==> config.mk <==
export PLATFORM = sky130hd
export DESIGN_NAME = dff_rs_reg_n
export DESIGN_NICKNAME = d
export VERILOG_FILES = /design/src/rtl/dff_rs_reg_n.sv
export SDC_FILE = /design/constraint.sdc
export NUM_CORES = 1
export LEC_CHECK = 0
export CORE_MARGIN = 4
export CORE_UTILIZATION = 39
export CTS_CLUSTER_SIZE = 24
export DETAILED_ROUTE_END_ITERATION = 12
export GPL_TIMING_DRIVEN = 0
export HOLD_SLACK_MARGIN = 0.05
export PLACE_DENSITY_LB_ADDON = 0.05
export SLEW_MARGIN = 20
export SYNTH_ARGS = -nofsm -noshare
export SYNTH_HDL_FRONTEND = slang
export SYNTH_SLANG_ARGS = --single-unit
==> constraint.sdc <==
create_clock -name clk -period 6.8 [get_ports clk]
set_input_delay 2.04 -clock clk [delete_from_list [all_inputs] [get_ports clk]]
set_output_delay 2.04 -clock clk [all_outputs]
set_load 0.01 [all_outputs]
==> src/rtl/dff_rs_reg_n.sv <==
// WIDTH-bit general-purpose state register with synchronous reset/set and an
// opcode-selected next-state function (load, shift/rotate, increment/decrement).
module dff_rs_reg_n #(
   parameter int               WIDTH       = 8,
   parameter logic [WIDTH-1:0] RESET_VALUE = '0,
   parameter logic [WIDTH-1:0] SET_VALUE   = '1
) (
   input  logic             clk,
   input  logic             reset,
   input  logic             set,
   input  logic             en,
   input  logic [2:0]       op,
   input  logic [WIDTH-1:0] d,
   input  logic             sin,
   output logic [WIDTH-1:0] q,
   output logic             sout,
   output logic             co,
   output logic             zero
);

   localparam logic [2:0] OP_HOLD = 3'b000;
   localparam logic [2:0] OP_LOAD = 3'b001;
   localparam logic [2:0] OP_SHL  = 3'b010;
   localparam logic [2:0] OP_SHR  = 3'b011;
   localparam logic [2:0] OP_ROL  = 3'b100;
   localparam logic [2:0] OP_ROR  = 3'b101;
   localparam logic [2:0] OP_INC  = 3'b110;
   localparam logic [2:0] OP_DEC  = 3'b111;

   localparam logic [WIDTH-1:0] ONE = {{(WIDTH-1){1'b0}}, 1'b1};

   logic [WIDTH-1:0] q_next;
   logic             sout_next;
   logic             co_next;

   // Priority: reset > set > enabled op; en=0 leaves everything untouched so
   // op and d are never looked at while the register is idle.
   always_comb begin
      q_next    = q;
      sout_next = sout;
      co_next   = co;
      if (reset) begin
         q_next    = RESET_VALUE;
         sout_next = 1'b0;
         co_next   = 1'b0;
      end else if (set) begin
         q_next    = SET_VALUE;
         sout_next = 1'b0;
         co_next   = 1'b0;
      end else if (en) begin
         case (op)
            OP_HOLD: begin
               q_next    = q;
               sout_next = sout;
               co_next   = co;
            end
            OP_LOAD: begin
               q_next    = d;
               sout_next = 1'b0;
               co_next   = 1'b0;
            end
            OP_SHL: begin
               q_next    = {q[WIDTH-2:0], sin};
               sout_next = q[WIDTH-1];
               co_next   = 1'b0;
            end
            OP_SHR: begin
               q_next    = {sin, q[WIDTH-1:1]};
               sout_next = q[0];
               co_next   = 1'b0;
            end
            OP_ROL: begin
               q_next    = {q[WIDTH-2:0], q[WIDTH-1]};
               sout_next = q[WIDTH-1];
               co_next   = 1'b0;
            end
            OP_ROR: begin
               q_next    = {q[0], q[WIDTH-1:1]};
               sout_next = q[0];
               co_next   = 1'b0;
            end
            OP_INC: begin
               q_next    = q + ONE;
               sout_next = 1'b0;
               co_next   = (q == '1);
            end
            OP_DEC: begin
               q_next    = q - ONE;
               sout_next = 1'b0;
               co_next   = (q == '0);
            end
            default: begin
               q_next    = q;
               sout_next = sout;
               co_next   = co;
            end
         endcase
      end
   end

   always_ff @(posedge clk) begin
      q    <= q_next;
      sout <= sout_next;
      co   <= co_next;
   end

   // Combinational so that zero tracks q on the same cycle.
   assign zero = (q == '0);

endmodule

==> results of run 1 <==
==> state kept, by name, summed over array words and instances (netlist names) <==
signal  count
q           8
co          1
sout        1
==> power by group <==
part           total [mW]  leakage [nW]  internal (mW)  switching (mW)
combinational      0.0894         0.429         0.0426          0.0468
clock              0.0429        0.0138         0.0205          0.0224
sequential         0.0700        0.0835         0.0636         0.00632
==> critical path, cell delays in order <==
cell             delay [ps]
clkdlybuf4s50_1         470
buf_4                   180
nand3_4                 130
xnor2_1                 160
ha_1                    230
o2111a_1                240
o221a_1                 250
or4_1                   460
a311oi_1                250
==> per-stage QoR <==
stage               hold slack (ps)  instances  util (%)  total power [mW]
detailed placement              499        201      53.6             0.160
global route                    546        204      54.4             0.216
floorplan                       518        146         -             0.126
finish                          507        204      54.4             0.202
CTS                             509        204      54.4             0.203
global placement                491        201      53.6             0.159
==> placed cells by master, fill, tap and decap left out, drive strengths merged, types with 3 or more instances in the layout <==
cell type and count:
clkdlybuf4s50 25, a31oi 3, xnor2 6, nor2 13, o211ai 4, o21ai 6
buf 8, clkbuf 8, nand3 4, nand2 9, dfxtp 10, ha 4
a311oi 3, mux2i 5, a2111oi 3, nand3b 3, a21oi 13, inv 4
nor3 7, o21a 3
==> logic make-up (layout without fill, tap and decap cells) <==
logic type               Yosys count  after routing
AND/OR/NAND/NOR                   47             47
multiplexers                       6              6
buffers and inverters             17             45
XOR/XNOR                           8              8
adder cells (fa/ha/maj)            4              4
AO/OA/AOI/OAI                     54             54
flip-flops                        10             10
==> worst paths after layout <==
check	endpoint	slack [ps]
worst max register to register	q[4]	4690
worst min register to register	co	510
worst max-delay path	q[4]	2570
worst min-delay path	co	510
==> metal layers <==
layer	share of wire [%]	global-route usage (%)	vias up
met5	0	0	-
met4	1.5	3.72	0
met3	8.1	3.98	6
met2	46	31.6	61
met1	45	28.3	591
li1	-	-	615
==> cell type report <==
| class | count | area (um2) | area share (%) |
|---|---|---|---|
| Sequential cell | 10 | 200 | 14.2 |
| Tap cell | 30 | 37.5 | 2.66 |
| Multi-Input combinational cell | 119 | 817 | 57.9 |
| Buffer | 13 | 67.6 | 4.79 |
| Timing Repair Buffer | 25 | 250 | 17.7 |
| Inverter | 4 | 15.0 | 1.06 |
| Clock buffer | 3 | 22.5 | 1.60 |
==> run metrics, run 1 <==
status=finished, final reports clean; Vias/cell=6.24; hold path start=co; GRT Total Usage=20.0%; DRC Markers=0; area post-placement=0.00139 mm2; DR pass1 iterations=4; # H-tree levels=1; I/O Buffers=25; DP Wirelength=2.50 mm; via count=1273; Layout area overhead=28.2%; VDD IR max=0.103 mV; CTS tree=built; reg2reg path depth=7; kind of critical path=input port to flip-flop; Placer Congestion=0.905; vias in the first global route=1183; final WL=3.36 mm; worst skew pair latency=270 ps; DRT antenna net count=0; Worst Path Max Fanout=10; site row count=18; Peak Freq=237 MHz; antenna violations before repair=0; Post-Synthesis Cells=146; setup tns final=0 ps; Finish-stage setup viols=0; RSZ-0062 raised after global routing=no; fill count=257; chip height=61.1 um; Post-synth EDFFs=0; simple-gate area share of the yosys netlist=22.4%; initial core utilization=42.5%; Max-Cap Viols=0; Synth area leader=dfxtp_1; Leakage=0.527 nW; Tmin final=4230 ps; Gates resized, CTS repair=0; Setup WS post-layout=2570 ps; num ports=27; pre-CTS WS=2290 ps; first-pass GRT wire length=5.62 mm; root buf cell=clkbuf_4; clk sinks=10; main combinational cell family by area after synthesis=compound AO/OA/AOI/OAI gates; multiplexer share of the synthesized area=5.57%; CTS Hold Buffers Added=0; synth cell count leaders=a21oi_1, nor2_1, dfxtp_1; period utilization=62.2%; class of the worst hold path=flip-flop to flip-flop; Most used DFF post-synth=dfxtp_1; Synth async-reset ratio=0%; CP startpoint kind=input port; Hold Vio Cnt, Final=0; Max clock buf depth=2; largest net degree at the start of global routing=11; Post-Syn Nets=166; Core Region=0.00259 mm2; Yosys cell types=48; Synth Area in XOR/XNOR=6.37%; Reg-to-Reg Start=q[1]; full die area=0.00373 mm2; Post CTS Setup Buffer Count=0; CTS buffer count=3; clock skew=5.90 ps; Area contributors post-synth=dfxtp_1, a21oi_1, xnor2_1, ha_1, mux2i_1; Iter 0 DRT Violations=40; sequential area share after synthesis=18.2%; Setup crit start=op[2]; adder and majority cell fraction of the synthesized area=4.55%; Mapped Area=0.00110 mm2; Max-Slew Margin vs Limit=63.4%; Synth top area share=18.2%; Overflow after GRT=0; Worst-Margin Slew=548 ps; wire length per cell=16.5 um; YS warnings=0; CP Data Required Time=6990 ps; Worst Hold Depth=2; Crit. End Element=flip-flop; Ant. Diodes=0; chip width=61.1 um; post-route cell area=0.00141 mm2; CTS clk-pin slew, worst paths=70 ps; share of cells above drive strength 1=8.62%; fin. max-slew vios=0; WP data arrival=4410 ps; Synth Area in Compound Gates=35.4%; Syn Area/Cell=7.53 um2; Power Density=143 mW/mm2; final net count=196; Yosys reg bits=10
(Power assumes the default switching activity.)
==> inputs of run 2 (changes only) <==
==> constraint.sdc (replaced) <==
create_clock -name clk -period 3.72 [get_ports clk]
set_input_delay 1.116 -clock clk [delete_from_list [all_inputs] [get_ports clk]]
set_output_delay 1.116 -clock clk [all_outputs]
set_load 0.01 [all_outputs]
==> results of run 2 <==
Same layout as run 1 (identical final DEF). Status: finished, final reports clean.
Main changes from that run: setup slack after placement 2290 ps -> 133 ps; setup slack after layout 2570 ps -> 416 ps; register-to-register setup slack 4690 ps -> 1610 ps; total power 0.202 mW -> 0.370 mW; worst IR drop on VDD 0.103 mV -> 0.188 mV
